## config.mk

```make
export PLATFORM = sky130hd
export DESIGN_NAME = seg7_mmio
export DESIGN_NICKNAME = d
export VERILOG_FILES = /design/src/rtl/seg7_mmio.sv
export SDC_FILE = /design/constraint.sdc
export NUM_CORES = 1
export LEC_CHECK = 0
export BUFFER_PORTS_ARGS = -buffer_cell sky130_fd_sc_hd__clkbuf_2
export CAP_MARGIN = 20
export CORE_MARGIN = 2
export CORE_UTILIZATION = 39
export DETAILED_ROUTE_END_ITERATION = 8
export PLACE_DENSITY_LB_ADDON = 0.2
export SETUP_SLACK_MARGIN = 0.4
export SYNTH_ARGS = -nofsm -noshare
export SYNTH_HDL_FRONTEND = slang
export SYNTH_SLANG_ARGS = --single-unit
```

## constraint.sdc

```tcl
create_clock -name clk -period 2.4 [get_ports clk]
set_clock_uncertainty 0.15 [all_clocks]
set_input_delay 0.24 -clock clk [delete_from_list [all_inputs] [get_ports clk]]
set_output_delay 0.24 -clock clk [all_outputs]
set_load 0.01 [all_outputs]
```

## src/rtl/seg7_mmio.sv

```systemverilog
// Memory-mapped multiplexed 7-segment driver: DATA/CTRL registers, scan prescaler, hex decode; SEG7_BLINK_EN adds per-digit blink.
// Register writes are single-cycle; reads are combinational; display outputs are registered one cycle behind state; no backpressure.
module seg7_mmio #(
  parameter int          DIGITS    = 4,
  parameter int          SCAN_DIV  = 50000,
  parameter logic [63:0] BASE_ADDR = 64'h1024
) (
  input  logic              clk,
  input  logic              rst,
  input  logic [63:0]       addr,
  input  logic [63:0]       wdata,
  input  logic [1:0]        word,
  input  logic              rw,
  output logic [63:0]       rdata,
  output logic [6:0]        seg_out,
  output logic              seg_dp,
  output logic [DIGITS-1:0] seg_sel
);

  localparam int          DW         = 4 * DIGITS;
  localparam int          PW         = $clog2(SCAN_DIV);
  localparam logic [PW-1:0] PRESC_LAST = PW'(SCAN_DIV - 1);
  localparam logic [2:0]  IDX_LAST   = 3'(DIGITS - 1);
  localparam logic [63:0] CTRL_ADDR  = BASE_ADDR + 64'd8;
`ifdef SEG7_BLINK_EN
  localparam logic [31:0] CTRL_WMASK = 32'h00FF_FF01;
`else
  localparam logic [31:0] CTRL_WMASK = 32'h0000_FF01;
`endif

  logic [DW-1:0]   data_r;
  logic [31:0]     ctrl_r;
  logic [PW-1:0]   presc;
  logic [2:0]      idx;
  logic            tick;
  logic            hit_data;
  logic            hit_ctrl;
  logic [63:0]     wmask;
  logic [3:0]      nib;
  logic [7:0]      dp_mask;
  logic            blink_hide;
  logic [DIGITS-1:0] sel_nx;
  logic [6:0]      out_nx;
  logic            dp_nx;

  assign hit_data = (addr == BASE_ADDR);
  assign hit_ctrl = (addr == CTRL_ADDR);
  assign tick     = (presc == PRESC_LAST);

  always_comb begin
    wmask = 64'hFF;
    case (word)
      2'b00:   wmask = 64'h0000_0000_0000_00FF;
      2'b01:   wmask = 64'h0000_0000_0000_FFFF;
      2'b10:   wmask = 64'h0000_0000_FFFF_FFFF;
      default: wmask = 64'hFFFF_FFFF_FFFF_FFFF;
    endcase
  end

  // Merge only the accessed low bytes; bits above the register width fall off in the cast.
  always_ff @(posedge clk or posedge rst) begin
    if (rst) begin
      data_r <= '0;
      ctrl_r <= '0;
    end else if (rw) begin
      if (hit_data)
        data_r <= DW'((64'(data_r) & ~wmask) | (wdata & wmask));
      if (hit_ctrl)
        ctrl_r <= 32'((64'(ctrl_r) & ~wmask) | (wdata & wmask)) & CTRL_WMASK;
    end
  end

  always_comb begin
    rdata = '0;
    if (!rw) begin
      if (hit_data)
        rdata = 64'(data_r);
      else if (hit_ctrl)
        rdata = 64'(ctrl_r);
    end
  end

  always_ff @(posedge clk or posedge rst) begin
    if (rst) begin
      presc <= '0;
      idx   <= '0;
    end else begin
      presc <= tick ? '0 : presc + PW'(1);
      if (tick)
        idx <= (idx == IDX_LAST) ? 3'd0 : idx + 3'd1;
    end
  end

`ifdef SEG7_BLINK_EN
  logic [5:0] wrap_cnt;
  logic       blink_phase;
  logic [7:0] blink_mask;

  // Phase flips on every 64th wrap of the digit index back to 0.
  always_ff @(posedge clk or posedge rst) begin
    if (rst) begin
      wrap_cnt    <= '0;
      blink_phase <= 1'b0;
    end else if (tick && idx == IDX_LAST) begin
      wrap_cnt <= wrap_cnt + 6'd1;
      if (wrap_cnt == 6'd63)
        blink_phase <= ~blink_phase;
    end
  end

  assign blink_mask = ctrl_r[23:16];
  assign blink_hide = blink_phase & blink_mask[idx];
`else
  assign blink_hide = 1'b0;
`endif

  function automatic logic [6:0] hex_seg(input logic [3:0] v);
    logic [6:0] s;
    case (v)
      4'h0: s = 7'h3F;  4'h1: s = 7'h06;  4'h2: s = 7'h5B;  4'h3: s = 7'h4F;
      4'h4: s = 7'h66;  4'h5: s = 7'h6D;  4'h6: s = 7'h7D;  4'h7: s = 7'h07;
      4'h8: s = 7'h7F;  4'h9: s = 7'h6F;  4'hA: s = 7'h77;  4'hB: s = 7'h7C;
      4'hC: s = 7'h39;  4'hD: s = 7'h5E;  4'hE: s = 7'h79;  default: s = 7'h71;
    endcase
    return s;
  endfunction

  assign nib     = 4'(data_r >> {idx, 2'b00});
  assign dp_mask = ctrl_r[15:8];

  always_comb begin
    sel_nx = '1;
    out_nx = 7'h7F;
    dp_nx  = 1'b1;
    if (ctrl_r[0] && !blink_hide) begin
      sel_nx = ~(DIGITS'(1) << idx);
      out_nx = ~hex_seg(nib);
      dp_nx  = ~dp_mask[idx];
    end
  end

  always_ff @(posedge clk or posedge rst) begin
    if (rst) begin
      seg_sel <= '1;
      seg_out <= 7'h7F;
      seg_dp  <= 1'b1;
    end else begin
      seg_sel <= sel_nx;
      seg_out <= out_nx;
      seg_dp  <= dp_nx;
    end
  end

endmodule

```

==> results of run 1 <==
where the power goes:
group          switching (mW)  total (mW)  internal (mW)
combinational           0.104       0.175         0.0712
sequential                  0       0.944          0.944
clock                   0.293       0.529          0.236
per-layer routing:
| layer | vias to the layer above | share of wire [%] |
|---|---|---|
| li1 | 1243 | - |
| met1 | 1215 | 46 |
| met2 | 82 | 46 |
| met3 | 9 | 6.3 |
| met4 | 0 | 0.95 |
| met5 | - | 0 |
critical path: cells and delay by family, from the launching register on:
kind | cells | cell delay [ns]
buf+inv | 1 | 0.08
mux | 3 | 0.87
fa+ha+maj | 1 | 0.16
simple gates | 2 | 0.28
flops | 1 | 0.41
through the flow:
stage,power [mW],area [µm²]
after detailed placement,1.106,3944
final,1.648,4533
after floorplan,1.083,3606
after CTS,1.645,4190
after global routing,1.729,4533
after global placement,1.106,3944
worst min path at each step:
stage | startpoint | slack (ns) | endpoint | depth (start not counted)
2_1_floorplan | wdata[0] | 0.24 | ctrl_r[0]$_DFFE_PP0P_ | 1
3_3_place_gp | rst | 0.31 | asynchronous set/reset pin | 3
3_5_place_dp | rst | 0.31 | asynchronous set/reset pin | 3
4_1_cts | wdata[14] | 0.01 | flop | 2
5_1_grt | wdata[2] | 0.02 | data_r[2]$_DFFE_PP0P_ | 2
6_report | wdata[15] | 0.02 | flop | 2
Yosys cell counts, types with 2 or more instances:
cell	n	area share, %
nand2_1	17	1.9
mux2_2	28	9.3
nor3_1	2	0.30
and3_1	6	1.1
ha_1	11	4.1
nand4_1	5	0.93
o21ai_0	3	0.44
a31oi_1	2	0.37
xnor2_1	5	1.3
nor4_1	13	2.4
dfrtp_1	44	33
nor2_1	24	2.7
buf_2	2	0.30
o221ai_1	2	0.52
buf_4	49	11
nor4b_1	5	1.3
mux4_2	6	4.0
inv_1	12	1.3
mux2i_1	16	4.7
clkbuf_1	3	0.33
a21oi_1	3	0.44
dfstp_2	12	9.3
nand3_1	7	1.0
nor3b_1	8	1.8
xor2_1	9	2.3
nor2b_1	2	0.37
layout by cell type (no fill, tap or decap), drive strengths merged:
cell type	Yosys	routed
dfstp	12	12
ha	11	11
mux2	28	28
and2	1	1
nor2b	2	2
mux4	6	6
nor2	24	24
o211ai	1	1
o311ai	1	1
and3	6	6
nand3	7	7
nand2	18	18
conb	1	48
dfrtp	44	44
o221ai	2	2
clkbuf	3	103
xor2	9	9
and4b	1	1
nand4b	1	1
dlygate4sd3	0	1
nor4	13	13
buf	53	33
nand2b	1	1
a21oi	3	3
nand3b	1	2
nor4b	5	5
nor3b	8	8
inv	12	12
nor3	3	3
mux2i	16	16
o21a	1	1
a31oi	2	2
nand4	6	6
xnor2	5	5
o21ai	3	3
logic make-up (layout without fill, tap and decap cells):
family | count (synthesis) | in the layout
flip-flops | 56 | 56
adder cells (fa/ha/maj) | 11 | 11
other | 1 | 48
AND/OR/NAND/NOR | 97 | 98
XOR/XNOR | 14 | 14
multiplexers | 50 | 50
buffers and inverters | 68 | 149
AO/OA/AOI/OAI | 13 | 13
final cells by class:
| cell class | instances | area, µm² | area share (%) |
|---|---|---|---|
| clock buffers | 8 | 90.09 | 1.987 |
| well taps | 105 | 131.4 | 2.898 |
| repair buffers | 129 | 798.3 | 17.61 |
| inverters | 12 | 52.55 | 1.159 |
| multi-input cells | 234 | 2042 | 45.05 |
| flip-flops and latches | 56 | 1419 | 31.30 |
timing repair:
item,4_1_cts,5_1_grt
hold buffers,1,0
endpoints found under the hold margin,44,0
resized for setup,20,75
setup endpoints to repair,22,36
pin swaps,13,21
cloned,1,0
setup buffers,6,2
==> flow_metrics.env, run 1 <==
export IMPL_outcome="completed"
export IMPL_relSlewSlack_pct=54.67
export IMPL_syn_to_final_growth_pct=34.33
export IMPL_cp_start_kind="flop"
export IMPL_crit_chain="mux4_2 > and2_4 > inv_6 > ha_4 > mux2i_1 > mux2_2 > nand2_2"
export IMPL_synthAdderAreaFrac_pct=4.079
export IMPL_vdd_ir_drop_worst_uv=317.0
export IMPL_worst_slew_pin_slew_ns=0.6800
export IMPL_layout_worst_path_cycle_share_pct=84.41
export IMPL_top_usage_layer="met1"
export IMPL_post_route_min_period_ns=2.026
export IMPL_leakage_nw=2.260
export IMPL_ys_warn_count=0
export IMPL_wire_per_inst_um=14.48
export IMPL_r2r_slack_ns=0.37
export IMPL_synth_top_family_by_area="multiplexers"
export IMPL_crit_path_max_fanout=6
export IMPL_criticalPathCategory="flop to flop"
export IMPL_synthXorXnorAreaFrac_pct=3.634
export IMPL_syn_cell_area_mm2=0.003374
export IMPL_holdWs_ns=0.01640
export IMPL_grt_max_degree=57
export IMPL_clk_pin_slew_ns=0.10
export IMPL_gp_congestion=0.7753
export IMPL_diodes=0
export IMPL_drv_slew=0
export IMPL_design_die_area_mm2=0.009413
export IMPL_coreArea_mm2=0.008299
export IMPL_htreeDepth=2
export IMPL_grt_pass1_vias=2458
export IMPL_cts_tree="yes"
export IMPL_synth_edf_count=0
export IMPL_cts_inserted_buffers=5
export IMPL_grt_pass1_wl_um=12260
export IMPL_ctsLongestPathBuffers=2
export IMPL_portBuffers=112
export IMPL_start_util_pct=40.66
export IMPL_synth_main_ff_cell="dfrtp_1"
export IMPL_power_density_mw_per_mm2=363.6
export IMPL_slowest_stage="mux4_2"
export IMPL_worst_slack_ns=0.3740
export IMPL_dp_cells=526
export IMPL_async_flop_share_pct=100.0
export IMPL_cp_slowest_stage_delay_ns=0.53
export IMPL_synth_compound_area_share_pct=2.484
export IMPL_fmax_mhz=493.6
export IMPL_gr_total_overflow=0
export IMPL_fin_setup_tns_ns=0
export IMPL_met1_usage_pct=24.40
export IMPL_fp_dieW_um=97.02
export IMPL_hold_viol_final=0
export IMPL_grt_use_met2_pct=22.33
export IMPL_fp_row_count=33
export IMPL_startpoint="idx[1]$_DFFE_PP0N_"
export IMPL_final_cells=544
export IMPL_yosys_area_share_simple_pct=16.31
export IMPL_timing_rr_end="seg_out[0]$_DFF_PP1_"
export IMPL_wl_um=7877
export IMPL_drt_iter0_markers=95
export IMPL_drc=0
export IMPL_synthMuxAreaShare_pct=18.09
export IMPL_endpoint="seg_out[0]$_DFF_PP1_"
export IMPL_num_vias=2549
export IMPL_arrival_ns=2.13
export IMPL_num_nets_final=582
export IMPL_required_ns=2.51
export IMPL_r2r_cells=7
export IMPL_cp_end_kind="flop"
export IMPL_ios=209
export IMPL_dr_pass1_iters=4
export IMPL_finalSetupViolations=0
export IMPL_synth_avg_cell_area_um2=10.89
export IMPL_dpl_worst_slack_ns=0.1426
export IMPL_grt_antenna_before_repair=0
export IMPL_grt_usage_pct=15.88
export IMPL_vias_per_cell=4.686
export IMPL_maxCapViolations=0
export IMPL_final_core_util_pct=54.62
export IMPL_yosysSeqAreaShare_pct=41.97
export IMPL_drive_gt1_share_pct=53.08
export IMPL_die_h_um=97.02
export IMPL_nFillCells=735
export IMPL_synth_seq_cells=56
export IMPL_reg2reg_from="idx[1]$_DFFE_PP0N_"
export IMPL_root_buffer="clkbuf_8"
export IMPL_clock_latency_ns=0.31
export IMPL_syn_inst=310
export IMPL_rsz0062_at_grt="yes"
export IMPL_place_hpwl_um=5911
export IMPL_synth_cell_types=40
export IMPL_met3_usage_pct=3.974
export IMPL_worstHoldPathType="input port to flop"
export IMPL_ant_nets=0
export IMPL_cts_sinks=56
(Power assumes the default switching activity.)
==> run 2: changes to the inputs <==
CORE_UTILIZATION = 44   (was 39)
clock period = 2 ns   (was 2.4 ns; I/O delays follow)
==> flow_metrics.env, run 2 (synthesis gave the netlist of run 1 again) <==
export IMPL_outcome="complete, but fails checks"
export IMPL_violations="negative setup slack"
export IMPL_power_density_mw_per_mm2=402.6
export IMPL_drive_gt1_share_pct=58.28
export IMPL_ios=209
export IMPL_criticalPathCategory="input port to output pin"
export IMPL_final_cell_mix="clkbuf_2, conb_1, dfrtp_1, mux2_4, buf_4"
export IMPL_drc=0
export IMPL_die_h_um=91.58
export IMPL_finalSetupViolations=7
export IMPL_fp_dieW_um=91.58
export IMPL_start_util_pct=46.03
export IMPL_power_mw=2.114
export IMPL_dpl_worst_slack_ns=-0.05200
export IMPL_r2r_slack_ns=0.01
export IMPL_post_route_min_period_ns=2.029
export IMPL_htreeDepth=2
export IMPL_dp_cells=536
export IMPL_num_nets_final=620
export IMPL_grt_usage_pct=20.47
export IMPL_fp_row_count=31
export IMPL_grt_pass1_vias=2715
export IMPL_ant_nets=0
export IMPL_cp_end_kind="output pin"
export IMPL_grt_max_degree=31
export IMPL_leakage_nw=2.621
export IMPL_arrival_ns=1.68
export IMPL_grt_antenna_before_repair=0
export IMPL_final_cells=576
export IMPL_root_buffer="clkbuf_8"
export IMPL_gr_total_overflow=0
export IMPL_gp_congestion=0.8259
export IMPL_clk_pin_slew_ns=0.09
export IMPL_cp_start_kind="input port"
export IMPL_vias_per_cell=4.859
export IMPL_maxCapViolations=0
export IMPL_wire_per_inst_um=15.25
export IMPL_ctsLongestPathBuffers=2
export IMPL_wl_um=8783
export IMPL_relSlewSlack_pct=58.97
export IMPL_syn_to_final_growth_pct=55.62
export IMPL_dr_pass1_iters=4
export IMPL_layout_worst_path_cycle_share_pct=101.5
export IMPL_hold_viol_final=0
export IMPL_place_hpwl_um=6267
export IMPL_worst_slew_pin_slew_ns=0.6141
export IMPL_num_vias=2799
export IMPL_cts_tree="yes"
export IMPL_worst_slack_ns=-0.02939
export IMPL_drv_slew=0
export IMPL_fmax_mhz=492.8
export IMPL_crit_path_max_fanout=8
export IMPL_required_ns=1.65
export IMPL_worstHoldPathType="input port to flop"
export IMPL_diodes=0
export IMPL_coreArea_mm2=0.007331
export IMPL_cts_inserted_buffers=5
export IMPL_vdd_ir_drop_worst_uv=309.4
export IMPL_grt_pass1_wl_um=13550
export IMPL_clock_latency_ns=0.31
export IMPL_layout_commonest_cell="clkbuf_2"
export IMPL_design_die_area_mm2=0.008386
export IMPL_portBuffers=112
export IMPL_rsz0062_at_grt="yes"
export IMPL_cts_sinks=56
export IMPL_drt_iter0_markers=89
-- run 2: changes by cell type in the layout (fill, tap and decap cells not counted), moves of 8 or more --
cell,before,now
mux2_2,28,0
mux2_4,0,28
buf_4,12,28
dlygate4sd3_1,1,14
buf_6,14,26
clkbuf_2,95,87
-- run 2: cell type report --
cell class                 count  area [µm²]
fill                         522        2079
clock inverter                 2       35.03
tap                           99       123.9
inverter                      12       53.80
sequential                    56        1421
timing repair buffer         168        1229
multi-input combinational    233        2316
clock buffer                   6       72.57
-- run 2: critical path, stage by stage --
cell and delay (ns):
clkbuf_2 0.11, nor4_4 0.25, nand4_1 0.20, nor3_4 0.19, buf_6 0.13, nand3b_4 0.10
buf_12 0.17, nor3b_4 0.15, buf_2 0.15
-- run 2: metrics by stage --
| step | util [%] | setup TNS, ns | hold WS (ns) | area, µm² |
|---|---|---|---|---|
| final | 71.63 | -0.1608 | 0.01161 | 5251 |
| after global routing | 71.63 | -1.014 | 0.003682 | 5251 |
| after CTS | 66.21 | -0.1970 | 0.005368 | 4853 |
| after detailed placement | 58.95 | -0.9805 | 0.1512 | 4322 |
| after global placement | 58.95 | -0.6316 | 0.1422 | 4322 |
| after floorplan | - | 0 | 0.1260 | 3850 |
-- run 2: routing by layer --
metal  global-route usage (%)  vias to the layer above  share of wire, %
met4                    4.798                        0               1.2
met5                        0                        -                 0
met1                    28.19                     1370                45
li1                         -                     1326                 -
met2                    33.82                       92                49
met3                    3.402                       11               4.3
-- run 2: timing repair --
| action | 4_1_cts | 5_1_grt |
|---|---|---|
| setup buffers | 9 | 9 |
| endpoints found under the setup margin | 60 | 65 |
| hold buffers | 14 | 0 |
| hold endpoints to repair | 44 | 0 |
| pin swaps | 16 | 19 |
| gates resized for setup | 54 | 76 |
-- run 2: where the power goes --
part | switching (mW) | leakage, nW | internal [mW] | total [mW]
clock network | 0.354 | 0.0552 | 0.372 | 0.726
registers | 0 | 0.723 | 1.13 | 1.13
logic | 0.141 | 1.84 | 0.114 | 0.255
total | 0.495 | 2.62 | 1.62 | 2.11
-- run 2: final timing paths --
| path | startpoint | depth (start not counted) | end |
|---|---|---|---|
| max reg2reg | idx[1]$_DFFE_PP0N_ | 7 | seg_out[5]$_DFF_PP1_ |
| max in group asynchronous | rst | 4 | seg_out[1]$_DFF_PP1_ |
| min in group asynchronous | rst | 3 | presc[7]$_DFF_PP0_ |
| min | wdata[8] | 2 | flop |
| max | addr[32] | 9 | rdata[7] |
| min reg2reg | presc[7]$_DFF_PP0_ | 1 | presc[7]$_DFF_PP0_ |
